<file path="src/rtl/pipe_pkg.sv">
// Shared pipeline definitions: control-word bit positions and the MEM-stage FSM states.
// Used by the decoder, the pipeline registers and the MEM stage.
package pipe_pkg;

   localparam int unsigned CTRL_REGWRITE = 0;
   localparam int unsigned CTRL_MEMTOREG = 1;
   localparam int unsigned CTRL_BRANCH   = 2;
   localparam int unsigned CTRL_MEMREAD  = 3;
   localparam int unsigned CTRL_MEMWRITE = 4;

   typedef enum logic {
      IDLE = 1'b0,
      WAIT = 1'b1
   } mem_state_e;

endpackage

</file>
<file path="src/rtl/mem_stage_if.sv">
// Data-memory req/ack bus between the MEM stage (master) and the memory slave.
interface mem_stage_if #(
   parameter int unsigned DW = 32
);

   logic          dmem_req;
   logic          dmem_we;
   logic [DW-1:0] dmem_addr;
   logic [DW-1:0] dmem_wdata;
   logic [DW-1:0] dmem_rdata;
   logic          dmem_ack;

   modport master (
      output dmem_req,
      output dmem_we,
      output dmem_addr,
      output dmem_wdata,
      input  dmem_rdata,
      input  dmem_ack
   );

   modport slave (
      input  dmem_req,
      input  dmem_we,
      input  dmem_addr,
      input  dmem_wdata,
      output dmem_rdata,
      output dmem_ack
   );

endinterface

</file>
<file path="src/rtl/memwb_reg.sv">
// MEM/WB pipeline register, falling-edge clocked. en_i=0 holds; bubble_i clears the
// control field so the write-back stage sees a no-op.
module memwb_reg #(
   parameter int unsigned DW = 32
) (
   input  logic          clk,
   input  logic          reset,
   input  logic          en_i,
   input  logic          bubble_i,
   input  logic [1:0]    ctrl_i,
   input  logic [DW-1:0] rdata_i,
   input  logic [DW-1:0] alu_i,
   input  logic [4:0]    wr_i,
   output logic [1:0]    ctrl_o,
   output logic [DW-1:0] rdata_o,
   output logic [DW-1:0] alu_o,
   output logic [4:0]    wr_o
);

   logic [1:0]    ctrl_q,  ctrl_d;
   logic [DW-1:0] rdata_q, rdata_d;
   logic [DW-1:0] alu_q,   alu_d;
   logic [4:0]    wr_q,    wr_d;

   always_comb begin
      ctrl_d  = ctrl_q;
      rdata_d = rdata_q;
      alu_d   = alu_q;
      wr_d    = wr_q;
      if (en_i) begin
         ctrl_d  = bubble_i ? '0 : ctrl_i;
         rdata_d = rdata_i;
         alu_d   = alu_i;
         wr_d    = wr_i;
      end
   end

   always_ff @(negedge clk) begin
      if (reset) begin
         ctrl_q  <= '0;
         rdata_q <= '0;
         alu_q   <= '0;
         wr_q    <= '0;
      end else begin
         ctrl_q  <= ctrl_d;
         rdata_q <= rdata_d;
         alu_q   <= alu_d;
         wr_q    <= wr_d;
      end
   end

   assign ctrl_o  = ctrl_q;
   assign rdata_o = rdata_q;
   assign alu_o   = alu_q;
   assign wr_o    = wr_q;

endmodule

</file>
<file path="src/rtl/mem_stage.sv">
// MEM stage: data-memory access over req/ack with timeout, branch resolve, MEM/WB register.
// Optional MEM_ALIGN_CHECK_EN rejects misaligned accesses with a one-cycle misalign_o pulse.
module mem_stage
   import pipe_pkg::*;
#(
   parameter int unsigned DW      = 32,
   parameter int unsigned TIMEOUT = 16
) (
   input  logic               clk,
   input  logic               reset,
   input  logic               power,
   input  logic [7:0]         control_i,
   input  logic [DW-1:0]      pcp_i,
   input  logic [DW-1:0]      alu_i,
   input  logic [DW-1:0]      r2_i,
   input  logic [4:0]         wr_i,
   input  logic               zero_i,
   mem_stage_if.master        dmem,
   output logic               stall_o,
   output logic               pc_src_o,
   output logic [DW-1:0]      target_o,
   output logic [1:0]         wb_ctrl_o,
   output logic [DW-1:0]      wb_rdata_o,
   output logic [DW-1:0]      wb_alu_o,
   output logic [4:0]         wb_wr_o,
   output logic               bus_err_o,
   output logic               misalign_o
);

   localparam int unsigned CNT_W = (TIMEOUT > 2) ? $clog2(TIMEOUT) : 1;

   mem_state_e       state_q, state_d;
   logic [CNT_W-1:0] cnt_q,   cnt_d;
   logic             bus_err_q, bus_err_d;
   logic             memop, misalign, start, timeout, abort, bubble;
   logic             unused_ctrl;

   assign memop = power & (control_i[CTRL_MEMREAD] | control_i[CTRL_MEMWRITE]);

`ifdef MEM_ALIGN_CHECK_EN
   logic misalign_q;

   assign misalign = (state_q == IDLE) & memop & (alu_i[1:0] != 2'b00);

   always_ff @(negedge clk) begin
      if (reset) misalign_q <= 1'b0;
      else       misalign_q <= misalign;
   end

   assign misalign_o = misalign_q;
`else
   assign misalign   = 1'b0;
   assign misalign_o = 1'b0;
`endif

   assign start   = (state_q == IDLE) & memop & ~misalign;
   assign timeout = (state_q == WAIT) & (cnt_q == CNT_W'(TIMEOUT - 1));
   // ack beats timeout in the same cycle, so only an unacked timeout aborts
   assign abort   = timeout & ~dmem.dmem_ack;
   assign stall_o = start | ((state_q == WAIT) & ~dmem.dmem_ack & ~timeout);
   assign bubble  = stall_o | abort | misalign;

   always_comb begin
      state_d   = state_q;
      cnt_d     = cnt_q;
      bus_err_d = bus_err_q;
      if (power) begin
         case (state_q)
            IDLE: begin
               if (start) state_d = WAIT;
            end
            WAIT: begin
               if (dmem.dmem_ack || timeout) begin
                  state_d = IDLE;
                  cnt_d   = '0;
                  if (!dmem.dmem_ack) bus_err_d = 1'b1;
               end else begin
                  cnt_d = cnt_q + CNT_W'(1);
               end
            end
         endcase
      end
   end

   always_ff @(negedge clk) begin
      if (reset) begin
         state_q   <= IDLE;
         cnt_q     <= '0;
         bus_err_q <= 1'b0;
      end else begin
         state_q   <= state_d;
         cnt_q     <= cnt_d;
         bus_err_q <= bus_err_d;
      end
   end

   // Address/data come straight from EX/MEM, which the stall keeps frozen during WAIT
   assign dmem.dmem_req   = (state_q == WAIT);
   assign dmem.dmem_we    = control_i[CTRL_MEMWRITE];
   assign dmem.dmem_addr  = {alu_i[DW-1:2], 2'b00};
   assign dmem.dmem_wdata = r2_i;

   assign pc_src_o  = power & control_i[CTRL_BRANCH] & zero_i;
   assign target_o  = pcp_i;
   assign bus_err_o = bus_err_q;

   assign unused_ctrl = ^control_i[7:5];

   memwb_reg #(
      .DW(DW)
   ) u_memwb (
      .clk     (clk),
      .reset   (reset),
      .en_i    (power),
      .bubble_i(bubble),
      .ctrl_i  ({control_i[CTRL_MEMTOREG], control_i[CTRL_REGWRITE]}),
      .rdata_i (dmem.dmem_rdata),
      .alu_i   (alu_i),
      .wr_i    (wr_i),
      .ctrl_o  (wb_ctrl_o),
      .rdata_o (wb_rdata_o),
      .alu_o   (wb_alu_o),
      .wr_o    (wb_wr_o)
   );

endmodule

</file>
<file path="src/flat_wrapper.sv">
// flat-port wrapper written by rule: the top's interface ports become plain ports
module mem_stage_flat import pipe_pkg::*;
#(
   parameter int unsigned DW      = 32,
   parameter int unsigned TIMEOUT = 16
)
  (clk, reset, power, control_i, pcp_i, alu_i, r2_i, wr_i, zero_i, stall_o, pc_src_o, target_o, wb_ctrl_o, wb_rdata_o, wb_alu_o, wb_wr_o, bus_err_o, misalign_o, dmem_dmem_req, dmem_dmem_we, dmem_dmem_addr, dmem_dmem_wdata, dmem_dmem_rdata, dmem_dmem_ack);
  mem_stage_if #(.DW(DW)) dmem_i ();
  input  logic clk;
  input  logic reset;
  input  logic power;
  input  logic [7:0] control_i;
  input  logic [DW-1:0] pcp_i;
  input  logic [DW-1:0] alu_i;
  input  logic [DW-1:0] r2_i;
  input  logic [4:0] wr_i;
  input  logic zero_i;
  output logic stall_o;
  output logic pc_src_o;
  output logic [DW-1:0] target_o;
  output logic [1:0] wb_ctrl_o;
  output logic [DW-1:0] wb_rdata_o;
  output logic [DW-1:0] wb_alu_o;
  output logic [4:0] wb_wr_o;
  output logic bus_err_o;
  output logic misalign_o;
  output wire logic [$bits(dmem_i.dmem_req)-1:0] dmem_dmem_req;
  output wire logic [$bits(dmem_i.dmem_we)-1:0] dmem_dmem_we;
  output wire logic [$bits(dmem_i.dmem_addr)-1:0] dmem_dmem_addr;
  output wire logic [$bits(dmem_i.dmem_wdata)-1:0] dmem_dmem_wdata;
  input wire logic [$bits(dmem_i.dmem_rdata)-1:0] dmem_dmem_rdata;
  input wire logic [$bits(dmem_i.dmem_ack)-1:0] dmem_dmem_ack;
  assign dmem_dmem_req = dmem_i.dmem_req;
  assign dmem_dmem_we = dmem_i.dmem_we;
  assign dmem_dmem_addr = dmem_i.dmem_addr;
  assign dmem_dmem_wdata = dmem_i.dmem_wdata;
  assign dmem_i.dmem_rdata = dmem_dmem_rdata;
  assign dmem_i.dmem_ack = dmem_dmem_ack;
  mem_stage #(.DW(DW), .TIMEOUT(TIMEOUT)) u_core (.clk(clk), .reset(reset), .power(power), .control_i(control_i), .pcp_i(pcp_i), .alu_i(alu_i), .r2_i(r2_i), .wr_i(wr_i), .zero_i(zero_i), .dmem(dmem_i), .stall_o(stall_o), .pc_src_o(pc_src_o), .target_o(target_o), .wb_ctrl_o(wb_ctrl_o), .wb_rdata_o(wb_rdata_o), .wb_alu_o(wb_alu_o), .wb_wr_o(wb_wr_o), .bus_err_o(bus_err_o), .misalign_o(misalign_o));
endmodule
</file>
<file path="config.mk">
export PLATFORM = sky130hd
export DESIGN_NAME = mem_stage_flat
export DESIGN_NICKNAME = d
export VERILOG_FILES = /design/src/rtl/pipe_pkg.sv /design/src/rtl/mem_stage_if.sv /design/src/rtl/memwb_reg.sv /design/src/rtl/mem_stage.sv /design/src/flat_wrapper.sv
export SDC_FILE = /design/constraint.sdc
export NUM_CORES = 1
export LEC_CHECK = 0
export CORE_AREA = 2 2 124 126
export DETAILED_ROUTE_END_ITERATION = 7
export DIE_AREA = 0 0 126 128
export SYNTH_ARGS = -nofsm -noshare
export SYNTH_HDL_FRONTEND = slang
export SYNTH_SLANG_ARGS = --single-unit
export TNS_END_PERCENT = 30
</file>
<file path="constraint.sdc">
create_clock -name clk -period 1.5 [get_ports clk]
set_input_delay 0.3 -clock clk [delete_from_list [all_inputs] [get_ports clk]]
set_output_delay 0.3 -clock clk [all_outputs]
set_load 0.01 [all_outputs]
</file>
==> Yosys cells after proc, flatten, opt, wreduce, memory -nomap -nowiden <==
Index checks and enable logic that the tools add are counted.
{ "totals": {"reg_bits": 77, "inputBits": 146, "output_inout_bits": 173, "wordCells": 31} }
{ "op_classes": {"addsub": 1, "eq_ne": 1, "mux": 5, "bitwise": 14, "reduce_logical": 3} }
{ "ops": {"columns": ["cell", "count"], "rows": [
  ["bitwise AND 1 bit", 8],
  ["adder 4 x 1 -> 4 bit, second input constant", 1],
  ["equality test 4 bit, second input constant", 1],
  ["2-to-1 mux 4 bit", 1],
  ["AND reduction 4 bit", 1],
  ["NOT 1 bit", 3],
  ["bitwise OR 1 bit", 3],
  ["2-to-1 mux 1 bit", 2],
  ["2-to-1 mux 2 bit", 1],
  ["case mux 1 bit (2 select lines)", 1],
  ["AND reduction 2 bit", 1],
  ["logical OR 1 bit", 1]
]} }

==> Longest topological paths before layout <==
{ "logic_depth": {"depth_word": 7, "depth_mapped": 5, "ltp_nobuf": 4} }

==> Hierarchy <==
A second synthesis with hierarchy kept.
{ "hier_totals": {"cells_unflattened": 366, "hier_area_um2": 3593.4} }
{ "modules_own_cells": {"columns": ["module", "n_inst", "cells_each", "area_each_um2", "seq_area_each_um2"], "rows": [
  ["memwb_reg", 1, 232, 2567.5, 1421.4],
  ["mem_stage", 1, 134, 1026.0, 120.1]
]} }

==> flow_metrics.py <==
metrics = {
    "placement": {
        "dp_slack_ns": -0.858,
        "io_buffers": 184,
        "dpl-instance-area_mm2": 0.00502,
        "dp_hpwl_mm": 7.13,
        "gp_congestion": 0.659,
        "dp.cells": 646,
    },
    "grt": {
        "track_usage": 0.124,
        "grt_antenna_before_repair": 0,
        "grt_pass1_vias": 3481,
        "grt-ovfl-total": 0,
        "grt_pass1_wl_mm": 15.7,
        "grt_max_degree": 42,
    },
    "synthesis": {
        "yosys.cell_count.top_type": "buf_4",
        "syn_avg_cell_area_um2": 9.64,
        "synth_enable_flop_cells": 0,
        "synth_top_area_frac": 0.434,
        "ys_ff_latch": 77,
        "yosys_warnings": 0,
        "yosysSeqAreaShare": 0.434,
        "yosys-top-cells-area": "dfxtp_1 43%, buf_4 22%, mux2i_1 20%, nor2_1 7.6%, a21oi_1 0.71%",
        "synth-async-reset-ratio": 0,
        "synth_top_cell_by_area": "dfxtp_1",
        "synth.top_cells.by_count": "103 x buf_4, 77 x dfxtp_1, 72 x nor2_1",
        "synthesis.area_mm2": 0.00355,
        "synth_ff_type": "dfxtp_1",
        "synth_cells": 368,
        "ys_types": 29,
    },
    "floorplan": {
        "rows": 45,
        "io_pins": 319,
        "core_mm2": 0.0149,
        "die_w_um": 126,
        "initial_core_util": 0.239,
        "die_area_mm2": 0.0161,
        "die_y_um": 128,
    },
    "worst_hold_path": {
        "hp-class": "flip-flop to flip-flop",
    },
    "job": {
        "cap_violations": 0,
    },
    "power": {
        "ir_drop_mv": 0.801,
        "leakagePower_nw": 2.94,
        "powerDensity_mw_per_mm2": 1060,
    },
    "final_layout": {
        "syn_to_final_growth_pct": 65.4,
        "fin_nets": 704,
        "diodes": 0,
        "fin_cells": 750,
        "drive_gt1_frac": 0.377,
        "fin_area_mm2": 0.00587,
        "fillCellCount": 1508,
    },
    "timing": {
        "drv_slew": 0,
        "rsz0062_at_grt": "yes",
        "setup_violations": 79,
        "clock_skew_ns": 0.00792,
        "final-hold-violation-count": 0,
        "setup_ws_ns": -0.830,
    },
    "critical_path": {
        "crit_fanout": 2,
        "cp-end-kind": "output pin",
        "path_class": "flip-flop to output pin",
        "crit_required_ns": 1.20,
        "arrival_ns": 2.03,
        "cp-start-kind": "flip-flop",
    },
    "detailed_routing": {
        "drt.antenna.violating_nets": 0,
        "post-route-drc-count": 0,
        "wl_per_cell_um": 13.5,
        "drt-vias-per-instance": 4.16,
        "via_count": 3121,
        "wirelength_mm": 10.2,
        "first_pass_iters": 4,
        "drt_iter0_drc": 71,
    },
    "cts": {
        "hold_buffers": 0,
        "clock_latency_ns": 0.41,
        "clk_pin_slew_ns": 0.03,
        "cts_buffer_depth": 2,
        "cts_tree": "yes",
        "cts_root_buf": "clkbuf_16",
        "numClockSinks": 77,
        "cts_buffers": 9,
        "h-tree-depth": 3,
    },
    "status": {
        "violations": "setup timing",
        "status": "finished with violations",
    },
}
## repair_timing
action                     CTS  global route
hold endpoints to repair     0             0
gates resized for setup    483             7
buffers inserted             8             4
setup endpoints to repair  141            91
pin swaps                    4             5
## report_power, final
group / internal (mW) / switching (mW) / leakage, nW / total, mW
Clock: 1.44 / 1.52 / 0.555 / 2.96
Sequential: 2.20 / 0.0816 / 0.662 / 2.29
Combinational: 0.603 / 0.376 / 1.72 / 0.979
## layer usage
layer,global-route usage,vias up,part of all wire
li1,-,1483,-
met1,0.106,1439,0.34
met2,0.203,158,0.52
met3,0.0826,41,0.11
met4,0.0970,0,0.034
met5,0,-,0
## final cells by class
cell class,instances,area (um^2),area share
timing repair buffer,215,2180,0.372
sequential,77,1640,0.279
multi-input combinational,177,1240,0.211
clock inverter,84,353,0.0601
tap,188,235,0.0401
clock buffer,9,225,0.0384
## through the flow
| step | hold slack [ns] | power, mW | TNS [ns] | utilization |
|---|---|---|---|---|
| after detailed placement | 0.481 | 3.56 | -69.05 | 0.338 |
| final | 0.486 | 6.22 | -29.04 | 0.395 |
| after floorplan | 0.468 | 3.17 | -22.35 | - |
| after global routing | 0.510 | 6.72 | -32.02 | 0.395 |
| after CTS | 0.491 | 6.40 | -30.42 | 0.391 |
| after global placement | 0.472 | 3.54 | -67.47 | 0.338 |
## worst paths after layout
kind / start / endpoint / slack, ns / depth (start not counted)
max: u_core.cnt_q[1] / stall_o / -0.83 / 5
min: u_core.u_memwb.alu_o[20] / u_core.u_memwb.alu_o[20] / 0.49 / 2
max reg2reg: u_core.cnt_q[1] / u_core.cnt_q[3] / -0.01 / 9
min reg2reg: u_core.u_memwb.alu_o[20] / u_core.u_memwb.alu_o[20] / 0.49 / 2
## logic make-up after synthesis
family / Yosys count / share of synthesized area
buf+inv: 116 / 0.233
mux: 70 / 0.197
compound gates: 14 / 0.0236
fa+ha+maj: 1 / 0.00353
simple gates: 89 / 0.107
other cells: 1 / 0.00106
flops: 77 / 0.434
## cell usage in the layout (no fill, tap or decap), drive strengths merged
cell type      count
nor3               1
clkbuf             9
clkdlybuf4s50     74
mux2i             70
dfxtp             77
and3b              1
o21ai              3
nand4b             1
clkinv             1
o21bai             1
dlygate4sd2       28
a21oi              5
and3               1
nand2b             2
nor2              72
conb               3
nand3              2
nand2              3
a41oi              1
a31oi              2
clkdlybuf4s15      2
or4                1
o211ai             2
and2               1
buf              111
or2b               1
or2                1
ha                 1
inv               83
nand3b             2
## registers in the layout (all words and copies together), names as in the netlist
name and count:
u_core.bus_err_o 1, u_core.cnt_q 4, u_core.dmem.dmem_req 1, u_core.u_memwb.alu_o 32, u_core.u_memwb.ctrl_o 2, u_core.u_memwb.rdata_o 32, u_core.u_memwb.wr_o 5
## critical path, stage by stage, from the launching register on
cell      delay, ns
dfxtp_2        0.34
ha_4           0.14
nand3_2        0.07
nand3b_1       0.14
nand2_2        0.07
buf_6          0.12
No activity file was read; power rests on OpenSTA's default activity.
